File: config.mk
export PLATFORM = sky130hd
export DESIGN_NAME = pipeline_delay_line
export DESIGN_NICKNAME = d
export VERILOG_FILES = /design/src/rtl/dsp_pipe_pkg.sv /design/src/rtl/pipeline_stage.sv /design/src/rtl/pipeline_delay_line.sv
export SDC_FILE = /design/constraint.sdc
export NUM_CORES = 1
export LEC_CHECK = 0
export ABC_AREA = 0
export ABC_CLOCK_PERIOD_IN_PS = 900
export CAP_MARGIN = 10
export CORE_MARGIN = 2
export CORE_UTILIZATION = 45
export CTS_BUF_LIST = sky130_fd_sc_hd__clkbuf_2
export CTS_CLUSTER_SIZE = 24
export DETAILED_ROUTE_END_ITERATION = 8
export PLACE_DENSITY = 0.81
export RECOVER_POWER = 25
export SYNTH_ARGS = -nofsm -noshare
export SYNTH_HDL_FRONTEND = slang
export SYNTH_SLANG_ARGS = --single-unit
File: constraint.sdc
create_clock -name CLK -period 0.9 [get_ports CLK]
set_clock_uncertainty 0.15 [all_clocks]
set_input_delay 0.09 -clock CLK [delete_from_list [all_inputs] [get_ports CLK]]
set_output_delay 0.09 -clock CLK [all_outputs]
set_load 0.02 [all_outputs]
File: src/rtl/dsp_pipe_pkg.sv
// -----------------------------------------------------------------------------
// dsp_pipe_pkg
// Shared definitions for the DSP datapath pipeline registers.
//   DEF_REG_SIZE : default data width of a pipeline word
//   DEF_DEPTH    : default number of register stages
//   occ_width()  : width of an occupancy counter that can hold 0..depth
//                  (never narrower than 1 bit)
// -----------------------------------------------------------------------------
package dsp_pipe_pkg;

  localparam int DEF_REG_SIZE = 18;
  localparam int DEF_DEPTH    = 2;

  function automatic int occ_width(input int depth);
    int w;
    w = $clog2(depth + 1);
    return (w < 1) ? 1 : w;
  endfunction

endpackage : dsp_pipe_pkg

File: src/rtl/pipeline_stage.sv
// -----------------------------------------------------------------------------
// pipeline_stage
// One data + valid register of the delay line.
// Ports:
//   clk      : clock, rising edge
//   rst      : synchronous active-high reset, clears data and valid
//   ce       : clock enable; 1 loads d_in/vld_in, 0 holds
//   flush    : synchronous clear of the valid bit only (data still follows ce)
//   d_in     : data from the previous stage (or the block input)
//   vld_in   : valid from the previous stage (or the block input)
//   d_out    : registered data
//   vld_out  : registered valid
// -----------------------------------------------------------------------------
module pipeline_stage
  import dsp_pipe_pkg::*;
#(
  parameter int reg_size = DEF_REG_SIZE
) (
  input  logic                clk,
  input  logic                rst,
  input  logic                ce,
  input  logic                flush,
  input  logic [reg_size-1:0] d_in,
  input  logic                vld_in,
  output logic [reg_size-1:0] d_out,
  output logic                vld_out
);

  logic [reg_size-1:0] data_q, data_d;
  logic                vld_q,  vld_d;

  always_comb begin
    data_d = data_q;
    vld_d  = vld_q;
    if (ce) begin
      data_d = d_in;
      vld_d  = vld_in;
    end
    // Flush kills validity whether or not the stage shifts; data is never
    // qualified by valid, so it keeps following ce.
    if (flush) begin
      vld_d = 1'b0;
    end
  end

  always_ff @(posedge clk) begin
    if (rst) begin
      data_q <= '0;
      vld_q  <= 1'b0;
    end else begin
      data_q <= data_d;
      vld_q  <= vld_d;
    end
  end

  assign d_out   = data_q;
  assign vld_out = vld_q;

endmodule : pipeline_stage

File: src/rtl/pipeline_delay_line.sv
// -----------------------------------------------------------------------------
// pipeline_delay_line
// Delays a reg_size-bit word and its valid flag by DEPTH clock-enabled cycles,
// with a combinational bypass and a valid-only flush.
// Optional feature macro: PIPE_OCC_EN (adds the OCC port and its counter).
// Ports:
//   CLK     : clock, rising edge
//   RST     : synchronous active-high reset, clears every stage (and OCC)
//   CE      : clock enable; 0 holds every stage
//   SEL     : 1 = registered (delayed) output, 0 = combinational bypass
//   FLUSH   : synchronous clear of all valid bits, including the incoming word
//   D_in    : data in
//   VLD_in  : data-in valid
//   D_out   : data out
//   VLD_out : data-out valid
//   OCC     : number of valid words held in the stages (PIPE_OCC_EN only)
// Valid semantics: there is no back-pressure. VLD_in only marks D_in as a
// meaningful word; data moves whenever CE=1 irrespective of valid, and VLD_out
// marks which words leaving the line are meaningful.
// -----------------------------------------------------------------------------
module pipeline_delay_line
  import dsp_pipe_pkg::*;
#(
  parameter int reg_size = DEF_REG_SIZE,
  parameter int DEPTH    = DEF_DEPTH
) (
  input  logic                           CLK,
  input  logic                           RST,
  input  logic                           CE,
  input  logic                           SEL,
  input  logic                           FLUSH,
  input  logic [reg_size-1:0]            D_in,
  input  logic                           VLD_in,
  output logic [reg_size-1:0]            D_out,
  output logic                           VLD_out
`ifdef PIPE_OCC_EN
  ,
  output logic [occ_width(DEPTH)-1:0]    OCC
`endif
);

  // Index 0 is the block input; index s+1 is the output of stage s.
  logic [reg_size-1:0] stage_data [DEPTH+1];
  logic                stage_vld  [DEPTH+1];

  assign stage_data[0] = D_in;
  assign stage_vld[0]  = VLD_in;

  for (genvar s = 0; s < DEPTH; s++) begin : g_stage
    pipeline_stage #(
      .reg_size (reg_size)
    ) u_stage (
      .clk     (CLK),
      .rst     (RST),
      .ce      (CE),
      .flush   (FLUSH),
      .d_in    (stage_data[s]),
      .vld_in  (stage_vld[s]),
      .d_out   (stage_data[s+1]),
      .vld_out (stage_vld[s+1])
    );
  end

  // The stages shift regardless of SEL, so toggling the bypass never
  // disturbs words in flight.
  always_comb begin
    D_out   = stage_data[0];
    VLD_out = stage_vld[0];
    if (SEL) begin
      D_out   = stage_data[DEPTH];
      VLD_out = stage_vld[DEPTH];
    end
  end

`ifdef PIPE_OCC_EN
  localparam int OccW = occ_width(DEPTH);

  logic [OccW-1:0] occ_q, occ_d;

  // One word enters and one leaves per enabled edge, so the count stays in
  // 0..DEPTH and the modular add/subtract never wraps.
  always_comb begin
    occ_d = occ_q;
    if (FLUSH) begin
      occ_d = '0;
    end else if (CE) begin
      occ_d = occ_q + OccW'(VLD_in) - OccW'(stage_vld[DEPTH]);
    end
  end

  always_ff @(posedge CLK) begin
    if (RST) begin
      occ_q <= '0;
    end else begin
      occ_q <= occ_d;
    end
  end

  assign OCC = occ_q;
`endif

endmodule : pipeline_delay_line
==> After elaboration in Yosys (flattened, before gate mapping) <==
Cells that the tools add are included.
{ "totals": {"romBits": 0, "out_inout_bits": 19, "elab_cells": 7, "latchBits": 0, "n_memories": 0, "register_bits": 38, "mem_bits_rw": 0} }
{ "classes": {"n_div": 0, "bitwise_logic": 0, "n_eq_ne": 0, "n_addsub": 0, "reduce_logical": 1, "mul": 0, "shifts": 0, "muxes": 2, "magnitude_cmp": 0} }
{ "op_table": {"columns": ["operator", "count"], "rows": [
  ["$mux W18", 1],
  ["$reduce_or A2 Y1", 1],
  ["$mux W1", 1]
]} }

==> Depth between registers and ports, before layout <==
Gate-level depths: netlist of the first run.
{ "depth": {"word_depth": 1, "mapped_depth": 4, "mapped_depth_nobuf": 2} }

==> Cells and area by module <==
A second synthesis of the first run with hierarchy kept.
{ "hier_totals": {"cells_unflattened": 143, "area_unflattened_um2": 1651.6} }
{ "modules_own_cells": {"columns": ["module", "cells_each", "instances", "seq_area_each_um2", "area_per_inst_um2"], "rows": [
  ["pipeline_stage", 61, 2, 380.4, 684.4],
  ["pipeline_delay_line", 21, 1, 0.0, 282.8]
]} }

==> Least setup slack after synthesis of the first run <==
OpenSTA, ideal clock, no wires.
{ "synth_path": {"kind": "input to output", "start": "input port SEL", "end": "output port D_out[10]", "arrival_ps": 715, "cell_stages": 3, "required_ps": 660, "n_path_buf": 2, "path_slack_ps": -55, "cell_sequence": "buf_6 -> buf_6 -> mux2_4"} }
{ "synth_between": {"elab_chain_cells": 1} }
{ "synth_rtl": {"columns": ["element", "line", "rtl"], "rows": [
  ["from (decl)", "pipeline_delay_line.sv:30", "input logic SEL,"],
  ["$mux W18", "pipeline_delay_line.sv:69", "if (SEL) begin"],
  ["to (decl)", "pipeline_delay_line.sv:34", "output logic [reg_size-1:0] D_out,"]
]} }
No other way between the ends.

==> Worst setup path after layout of the first run <==
{ "layout_path": {"start": "register g_stage[1].u_stage.data_q[6]", "end": "output port D_out[6]"} }
{ "layout_between": {"elab_chain_cells": 1} }
{ "layout_rtl": {"columns": ["element", "line", "rtl"], "rows": [
  ["from (decl)", "pipeline_stage.sv:29", "logic [reg_size-1:0] data_q, data_d;"],
  ["from (signal assigned)", "pipeline_stage.sv:51", "data_q <= data_d;"],
  ["$mux W18", "pipeline_delay_line.sv:69", null]
]} }
No other way between the ends.

==> flow_metrics.tcl, run 1 <==
set metrics [dict create \
    run_status "finished with violations" \
    violations_in_the_final_reports "negative setup slack" \
    cts_num_sinks 38 \
    drt_first_pass_iters 4 \
    routed-via-count 1212 \
    leak_pwr_nw 1.11 \
    ys_seq_area_share_pct 46.5 \
    io_buffer_count 42 \
    r2r_start "g_stage[1].u_stage.d_out[1]" \
    drcViolationCount 0 \
    setup.worst_path.class "reg2out" \
    synthesis.area_per_instance_um2 11.4 \
    buffering_stage_count_on_the_worst_path_with_inverters_included 1 \
    yosys.area.top_type_share_pct 46.5 \
    worst_min_delay_path_startpoint "CE" \
    worst_ep_arrival_time_ps 1160 \
    timing.critical_path.cells "mux2_4 > buf_6" \
    drt-total-wl_um 3450 \
    layout_setup_ws_ps -501 \
    critical_path.slowest_cell "sky130_fd_sc_hd__dfxtp_2" \
    ys_async_sr_fraction_pct 0 \
    root_buffer "sky130_fd_sc_hd__clkbuf_2" \
    gp_routability_congestion 0.673 \
    via_count_of_the_first_global_routing_pass 1251 \
    grt_usage_pct 18.4 \
    placement_rows 21 \
    timing.final.setup_violations 20 \
    finalMaxSlewViolations 0 \
    ys_seq_elements 38 \
    timing_worst_slew_pin_value_ps 192 \
    area_delta_synth_final_pct 43.7 \
    clkSlewWorstSetupHoldPaths_ps 200 \
    cp.depth 2 \
    worstPathMaxFanout 2 \
    y_dimension_of_the_die_um 64.3 \
    min-delay-path-class "in2reg" \
    ys_dominant_reg_cell "sky130_fd_sc_hd__dfxtp_1" \
    grt_setup_unrepaired "true" \
    tritoncts_clock_tree "done" \
    synth_edf_count 0 \
    grt_first_pass_wirelength_um 5790 \
    core_area_mm2 0.00342 \
    grt_overflow_total 0 \
    cap_violations 0 \
    yosys_warnings 0 \
    synth.cell_area_mm2 0.00164 \
    p_per_area_mw_per_mm2 1530 \
    start_util_pct 47.9 \
    synth_area_leaders "sky130_fd_sc_hd__dfxtp_1, sky130_fd_sc_hd__mux2i_1, sky130_fd_sc_hd__mux2_4" \
    whs_ps 69.4 \
    die_w_um 64.3 \
    dpl.hpwl_um 2260 \
    final_core_occ_pct 68.8 \
    placement.setup.worst_slack_ps -1020 \
    cts_max_level 2 \
    antennaDiodeCount 0 \
    dieArea_mm2 0.00413 \
    leading_post_synthesis_cells_by_instance_count "sky130_fd_sc_hd__dfxtp_1, sky130_fd_sc_hd__mux2i_1, sky130_fd_sc_hd__nor2_1, sky130_fd_sc_hd__mux2_4, sky130_fd_sc_hd__mux2_1" \
    grt_max_degree 29 \
    num-nets-final 221 \
    post_route_cells_drive_above_1_share_pct 41.4 \
    grt_antenna_before_repair 0 \
    mapped_nets 167 \
    yosys.cell_types.count 12 \
    final_critical_path_share_of_the_clock_period_pct 156 \
    worstPathRequired_ps 660 \
    cpLargestDelayFamily "flip-flops" \
    cell_count_after_synthesis 143 \
    irDropWorstVdd_mv 0.984 \
    synth_largest_area_cell "sky130_fd_sc_hd__dfxtp_1" \
    detailedRoute.firstIterationViolations 58 \
    total_i_o_pin_count 43 \
    final_hold_viol_count 0 \
    worstSetupStartpoint "g_stage[1].u_stage.d_out[6]" \
    cts_inserted_buffers 5 \
    crit_path_end_kind "primary output" \
    fmax_mhz 714 \
    r2r_depth 3 \
    route.detailed.wl_per_inst_um 14.2 \
    max-slew-margin-rel_pct 86.9 \
    drt.antenna.violating_nets 0 \
    final.min_clock_period_ps 1400 \
    max-clock-path-buffers 2 \
    hold_path_depth 4 \
    critPathMaxStageDelay_ps 380 \
    routed_via_density 4.97 \
    clock_insertion_delay_worst_skew_ps 390 \
    setup.worst_path.start_class "flop" \
]
kinds of logic (layout without fill, tap and decap cells):
group / Yosys count / after routing / share of synthesized area, %
flip-flops: 38 / 38 / 46.5
buffers and inverters: 10 / 65 / 5.97
AND/OR/NAND/NOR: 38 / 38 / 8.88
multiplexers: 57 / 57 / 38.6
through the flow:
stage	setup TNS, ps	cells	total power, W	cell area (um2)
after floorplan	-176	143	0.00222	1650
after global placement	-27390	231	0.00246	2120
after detailed placement	-28480	231	0.00249	2120
after CTS	-9680	243	0.00362	2330
after global routing	-10680	244	0.00378	2350
final	-9130	244	0.00360	2350
cell usage in the layout, fill, tap and decap left out, drive strengths merged:
master         Yosys  layout
mux2i             38      38
dfxtp             38      38
nor2              36      36
buf                9      34
clkdlybuf4s50      0      21
mux2              19      19
clkbuf             1       5
nor3               2       2
clkinvlp           0       2
bufinv             0       1
bufbuf             0       1
clkdlybuf4s15      0       1
registers in the layout (all words and copies together) (netlist names):
name                     count
g_stage.u_stage.d_out       36
g_stage.u_stage.vld_out      2
worst min-delay path, stage by stage:
cell and delay, ps:
sky130_fd_sc_hd__buf_2 120, sky130_fd_sc_hd__buf_4 220, sky130_fd_sc_hd__mux2i_1 90, sky130_fd_sc_hd__nor2_1 70
timing repair:
item,4_1_cts,5_1_grt
cloned,1,0
hold buffers,0,0
endpoints found under the hold margin,0,0
resized for setup,144,4
endpoints found under the setup margin,19,23
pin swaps,0,3
setup buffers,3,1
power by group:
part	switching [W]	internal, W
clock	0.000585	0.000467
sequential	0.0000417	0.00177
combinational	0.000304	0.000437
total	0.000930	0.00267
per-layer routing:
layer / global-route usage [%] / wire length, um / share of wire, % / up-vias
met5: 0 / 0 / 0 / -
met4: 6.91 / 52 / 1.5 / 0
met3: 5.99 / 237 / 6.9 / 6
met2: 32.6 / 1720 / 50 / 40
met1: 20.5 / 1450 / 42 / 571
li1: - / - / - / 595
worst paths after layout:
path,endpoint,slack [ps]
setup reg to reg,g_stage[1].u_stage.d_out[1],0
setup / recovery,D_out[6],-500
hold reg to reg,g_stage[1].u_stage.d_out[7],360
hold / removal,g_stage[0].u_stage.d_out[0],70
final cells by class:
cell class / count / area [um2]
multi-input cells: 95 / 811
well taps: 46 / 57.6
fillers: 276 / 1070
flip-flops and latches: 38 / 786
clock inverters: 3 / 45.0
repair buffers: 57 / 626
clock buffers: 5 / 25.0
No activity file was read; power rests on OpenSTA's default activity.
==> run 2, diff against run 1 <==
--- a/config.mk
+++ b/config.mk
@@ -9,11 +9,12 @@
 export ABC_CLOCK_PERIOD_IN_PS = 900
 export CAP_MARGIN = 10
 export CORE_MARGIN = 2
-export CORE_UTILIZATION = 45
+export CORE_UTILIZATION = 26
 export CTS_BUF_LIST = sky130_fd_sc_hd__clkbuf_2
+export CTS_CLUSTER_DIAMETER = 150
 export CTS_CLUSTER_SIZE = 24
 export DETAILED_ROUTE_END_ITERATION = 8
-export PLACE_DENSITY = 0.81
+export PLACE_DENSITY = 0.54
 export RECOVER_POWER = 25
 export SYNTH_ARGS = -nofsm -noshare
 export SYNTH_HDL_FRONTEND = slang
==> run 2 against run 1 <==
  * Critical path depth did not move
  * The run still ends with negative setup slack left
  * Combinational power about the same
  * Sequential cell count did not move
  * Critical endpoint is now D_out[4]
  * Register-to-register slack better by 120 ps
  * Cell area rose by 0.91%
==> flow_metrics.tcl, run 2 (synthesized netlist as in run 1, its figures left out) <==
set metrics [dict create \
    run_status "finished with violations" \
    violations_in_the_final_reports "negative setup slack" \
    report.power.total_w 0.00328 \
    drcViolationCount 0 \
    final.min_clock_period_ps 1370 \
    y_dimension_of_the_die_um 83.3 \
    routed-via-count 1151 \
    placement_rows 28 \
    core_area_mm2 0.00599 \
    dieArea_mm2 0.00694 \
    drt.antenna.violating_nets 0 \
    detailedRoute.firstIterationViolations 28 \
    timing.final.setup_violations 19 \
    most-common-layout-cells "sky130_fd_sc_hd__mux2i_1, sky130_fd_sc_hd__nor2_1, sky130_fd_sc_hd__dfxtp_1, sky130_fd_sc_hd__clkdlybuf4s50_1" \
    setup.worst_path.start_class "flop" \
    io_buffer_count 42 \
    layout_setup_ws_ps -471 \
    max-slew-margin-rel_pct 87.0 \
    timing_worst_slew_pin_value_ps 195 \
    dpl.hpwl_um 2050 \
    final_common_cell "sky130_fd_sc_hd__mux2i_1" \
    worst_ep_arrival_time_ps 1130 \
    gp_routability_congestion 0.629 \
    start_util_pct 27.3 \
    cap_violations 0 \
    grt_overflow_total 0 \
    whs_ps 74.7 \
    setup.worst_path.class "reg2out" \
    root_buffer "sky130_fd_sc_hd__clkbuf_2" \
    placement.setup.worst_slack_ps -1010 \
    fillCellCount 598 \
    holdBufCountCts 0 \
    crit_path_end_kind "primary output" \
    final_hold_viol_count 0 \
    largest_register_ff_count 36 \
    route.detailed.wl_per_inst_um 11.4 \
    finalMaxSlewViolations 0 \
    grt_setup_unrepaired "true" \
    total_i_o_pin_count 43 \
    routed_via_density 4.16 \
    cts_num_sinks 38 \
    final_critical_path_share_of_the_clock_period_pct 152 \
    worstPathRequired_ps 660 \
    setup_tns_ps -8750 \
    drt-total-wl_um 3160 \
    drt_first_pass_iters 4 \
    cts_max_level 2 \
    num-nets-final 225 \
    post-cts-setup-buffer-count 0 \
    irDropWorstVdd_mv 0.657 \
    clkSlewWorstSetupHoldPaths_ps 180 \
    grt_max_degree 39 \
    post_route_cells_drive_above_1_share_pct 41.1 \
    fmax_mhz 730 \
    final_core_occ_pct 39.6 \
    grt_usage_pct 9.67 \
    tritoncts_clock_tree "done" \
    via_count_of_the_first_global_routing_pass 1139 \
    min-delay-path-class "in2reg" \
    max-clock-path-buffers 2 \
    p_per_area_mw_per_mm2 1380 \
    worstPathMaxFanout 2 \
    clock_insertion_delay_worst_skew_ps 380 \
    cts_inserted_buffers 5 \
    grt_first_pass_wirelength_um 5460 \
    grt_antenna_before_repair 0 \
    die_w_um 83.3 \
    area_delta_synth_final_pct 45.0 \
    leak_pwr_nw 1.12 \
    antennaDiodeCount 0 \
]
[run 2: cell types whose count changed in the layout (fill, tap and decap cells not counted), moves of 2 or more]
| cell | before | now |
|---|---|---|
| sky130_fd_sc_hd__buf_6 | 22 | 19 |
| sky130_fd_sc_hd__buf_4 | 8 | 15 |
| sky130_fd_sc_hd__clkinvlp_4 | 2 | 0 |
| sky130_fd_sc_hd__dfxtp_1 | 18 | 21 |
| sky130_fd_sc_hd__dfxtp_2 | 20 | 17 |
[run 2: metal layers]
metal	vias to the layer above	routed length, um	track usage (%)
met2	26	1390	14.8
met3	5	169	3.08
li1	597	-	-
met1	523	1540	12.3
met4	0	63	4.47
met5	-	0	0
[run 2: final cells by class]
type,count,area [um2],area share (%)
Clock inverter,2,8.76,0.369
Sequential cell,38,782,33.0
Tap cell,75,93.8,3.96
Multi-Input combinational cell,95,811,34.2
Clock buffer,6,30.0,1.27
Timing Repair Buffer,61,646,27.2
[run 2: final timing paths]
kind                                 from                           end  slack, ps  cells after the start
max           g_stage[1].u_stage.d_out[4]                      D_out[4]       -470                      2
min reg2reg  g_stage[1].u_stage.d_out[13]  g_stage[1].u_stage.d_out[13]        360                      2
min                                    CE  g_stage[1].u_stage.d_out[13]         70                      4
max reg2reg    g_stage[0].u_stage.vld_out    g_stage[1].u_stage.vld_out        120                      2
[run 2: through the flow]
step                cells  instance area (um2)
floorplan             143                 1650
detailed placement    268                 2220
global placement      268                 2220
CTS                   277                 2370
global route          277                 2370
finish                277                 2370
[run 2: what timing repair did]
item                                    CTS  global route
endpoints found under the setup margin   19            19
gates cloned                              1             0
resized for setup                       145             0
[run 2: power breakdown]
part	switching, W	internal, W	total [W]	leakage (nW)
clock	0.000539	0.000191	0.000730	0.0304
sequential	0.0000376	0.00177	0.00180	0.319
combinational	0.000295	0.000449	0.000744	0.770
total	0.000871	0.00241	0.00328	1.12
[run 2: critical path, stage by stage (launching register included)]
cell,delay [ps]
sky130_fd_sc_hd__dfxtp_2,360
sky130_fd_sc_hd__mux2_4,260
sky130_fd_sc_hd__buf_6,130
==> run 3, diff against run 2 <==
--- a/config.mk
+++ b/config.mk
@@ -8,6 +8,7 @@
 export ABC_AREA = 0
 export ABC_CLOCK_PERIOD_IN_PS = 900
 export CAP_MARGIN = 10
+export CORE_ASPECT_RATIO = 1.25
 export CORE_MARGIN = 2
 export CORE_UTILIZATION = 26
 export CTS_BUF_LIST = sky130_fd_sc_hd__clkbuf_2
==> run 3 against run 2 <==
  * Utilization grew 0.087 points
  * Die area is essentially flat
  * Final cell count grew 3.2%
  * Non-clock buffer count is 1 lower
  * Count of clock-buffer cells in the layout decreased by 1
  * Total power is 9.1% higher
  * Sequential power is essentially flat
  * Global-route usage rose by 0.075 points
  * Critical path type unchanged
  * The flow still finishes with violations (negative setup slack)
==> flow_metrics.tcl, run 3 (synthesized netlist as in run 1, its figures left out) <==
set metrics [dict create \
    grt_first_pass_wirelength_um 5130 \
    grt_setup_unrepaired "true" \
    routed_via_density 4.06 \
    critPathMaxStageDelay_ps 360 \
    cts_max_level 2 \
    timing.critical_path.cells "mux2_4 > buf_6" \
    setup.reg_to_reg.worst_slack_ps 20 \
    finalMaxSlewViolations 0 \
    cts_inserted_buffers 5 \
    dieArea_mm2 0.00694 \
    grt_antenna_before_repair 0 \
    area_delta_synth_final_pct 48.6 \
    setup_tns_ps -8650 \
    route.detailed.wl_per_inst_um 10.8 \
    cts_num_sinks 38 \
    r2r_depth 3 \
    clkSlewWorstSetupHoldPaths_ps 190 \
    worstPathMaxFanout 2 \
    core_area_mm2 0.00613 \
    drt.antenna.violating_nets 0 \
    root_buffer "sky130_fd_sc_hd__clkbuf_2" \
    grt_overflow_total 0 \
    gp_routability_congestion 0.631 \
    die_w_um 74.9 \
    final.min_clock_period_ps 1370 \
    worst_min_delay_path_startpoint "CE" \
    power_switching_w 0.000890 \
    holdBufCountCts 0 \
    via_count_of_the_first_global_routing_pass 1088 \
    grt_max_degree 29 \
    placement.setup.worst_slack_ps -1030 \
    critical_path.slowest_cell "sky130_fd_sc_hd__dfxtp_2" \
    clock_insertion_delay_worst_skew_ps 370 \
    total_i_o_pin_count 43 \
    drt-total-wl_um 3090 \
    antennaDiodeCount 0 \
    fmax_mhz 729 \
    r2r_start "g_stage[1].u_stage.d_out[10]" \
    y_dimension_of_the_die_um 92.7 \
    hold_path_depth 4 \
    max-slew-margin-rel_pct 87.1 \
    max-clock-path-buffers 2 \
    worst_ep_arrival_time_ps 1130 \
    min_to "g_stage[1].u_stage.d_out[17]" \
    routed-via-count 1161 \
    placement_rows 32 \
    buffering_stage_count_on_the_worst_path_with_inverters_included 1 \
    cap_violations 0 \
    grt_usage_pct 9.75 \
    crit_path_end_kind "primary output" \
    final_hold_viol_count 0 \
    setup.worst_path.class "reg2out" \
    start_util_pct 26.7 \
    largest_register_ff_count 36 \
    violations_in_the_final_reports "negative setup slack" \
    layout_setup_ws_ps -471 \
    final_critical_path_share_of_the_clock_period_pct 152 \
    worstPathRequired_ps 660 \
    fillCellCount 608 \
    cpLargestDelayFamily "flip-flops" \
    min-delay-path-class "in2reg" \
    final_common_cell "sky130_fd_sc_hd__mux2i_1" \
    detailedRoute.firstIterationViolations 25 \
    pwr-share-comb_pct 21.1 \
    most-common-layout-cells "sky130_fd_sc_hd__mux2i_1, sky130_fd_sc_hd__nor2_1, sky130_fd_sc_hd__clkdlybuf4s50_1" \
    power.sequential.fraction_pct 50.4 \
    leak_pwr_nw 1.14 \
    worst_r2r_endpoint "g_stage[1].u_stage.d_out[10]" \
    post_route_cells_drive_above_1_share_pct 42.3 \
    timing_worst_slew_pin_value_ps 193 \
    final_core_occ_pct 39.7 \
    drt_first_pass_iters 2 \
    cp.depth 2 \
    p_per_area_mw_per_mm2 1470 \
    io_buffer_count 42 \
    pwr-share-clk_pct 28.5 \
    whs_ps 78.1 \
    power_report.internal_total_w 0.00268 \
    run_status "finished with violations" \
    setup.worst_path.start_class "flop" \
    dpl.hpwl_um 2020 \
    num-nets-final 224 \
    tritoncts_clock_tree "done" \
    swShare_pct 24.9 \
    drcViolationCount 0 \
    timing.final.setup_violations 19 \
    irDropWorstVdd_mv 0.756 \
]
run 3: changes by cell type in the layout (fill, tap and decap cells not counted):
cell	before	now
sky130_fd_sc_hd__bufinv_16	0	1
sky130_fd_sc_hd__clkbuf_2	6	5
sky130_fd_sc_hd__dfxtp_1	21	19
sky130_fd_sc_hd__dfxtp_2	17	19
sky130_fd_sc_hd__clkinv_1	1	0
sky130_fd_sc_hd__buf_4	15	12
sky130_fd_sc_hd__buf_12	3	5
sky130_fd_sc_hd__clkinv_2	1	2
run 3: worst reg2reg max path: cells and delay by family, from the launching register on:
family / cells / cell delay [ps]
mux: 1 / 120
flops: 1 / 360
buf+inv: 1 / 120
simple gates: 1 / 50
run 3: layer usage:
metal  track usage [%]  vias up  part of all wire, %  routed length, um
met3              3.37        6                  7.0                216
met1              13.2      521                   48               1490
met4              4.46        0                  1.9                 58
met5                 0        -                    0                  0
met2              13.7       33                   43               1330
li1                  -      601                    -                  -
run 3: metrics by stage:
step / total power [W] / instance area [um2] / std cells
after global routing: 0.00376 / 2430 / 286
after floorplan: 0.00222 / 1650 / 143
after detailed placement: 0.00252 / 2240 / 276
after global placement: 0.00251 / 2240 / 276
after CTS: 0.00363 / 2420 / 285
final: 0.00357 / 2430 / 286
run 3: layout make-up:
cell class                      instances  area, um2  area share (%)
Multi-Input combinational cell         95        811            33.4
Clock buffer                            5       25.0            1.03
Tap cell                               85        106            4.38
Sequential cell                        38        785            32.3
Timing Repair Buffer                   60        663            27.3
Clock inverter                          3       40.0            1.65
run 3: worst max path at each step:
stage	endpoint	start	slack, ps
after floorplan	D_out[10]	SEL	-20
after global placement	D_out[3]	SEL	-1010
after detailed placement	D_out[2]	SEL	-1030
after CTS	D_out[2]	g_stage[1].u_stage.d_out[2]	-510
after global routing	D_out[2]	g_stage[1].u_stage.d_out[2]	-560
final	D_out[2]	g_stage[1].u_stage.d_out[2]	-470
run 3: timing repair:
action | in CTS | in global routing
setup endpoints to repair | 19 | 19
resized for setup | 145 | 0
setup buffers | 0 | 1
gates cloned | 1 | 0
run 3: power groups by stage:
| stage | registers, W | logic, W | clock network (W) |
|---|---|---|---|
| 3_5_place_dp | 0.00183 | 0.000686 | 0 |
| 6_report | 0.00180 | 0.000753 | 0.00102 |
| 3_3_place_gp | 0.00183 | 0.000680 | 0 |
| 4_1_cts | 0.00180 | 0.000761 | 0.00107 |
| 2_1_floorplan | 0.00182 | 0.000395 | 0 |
| 5_1_grt | 0.00182 | 0.000806 | 0.00114 |
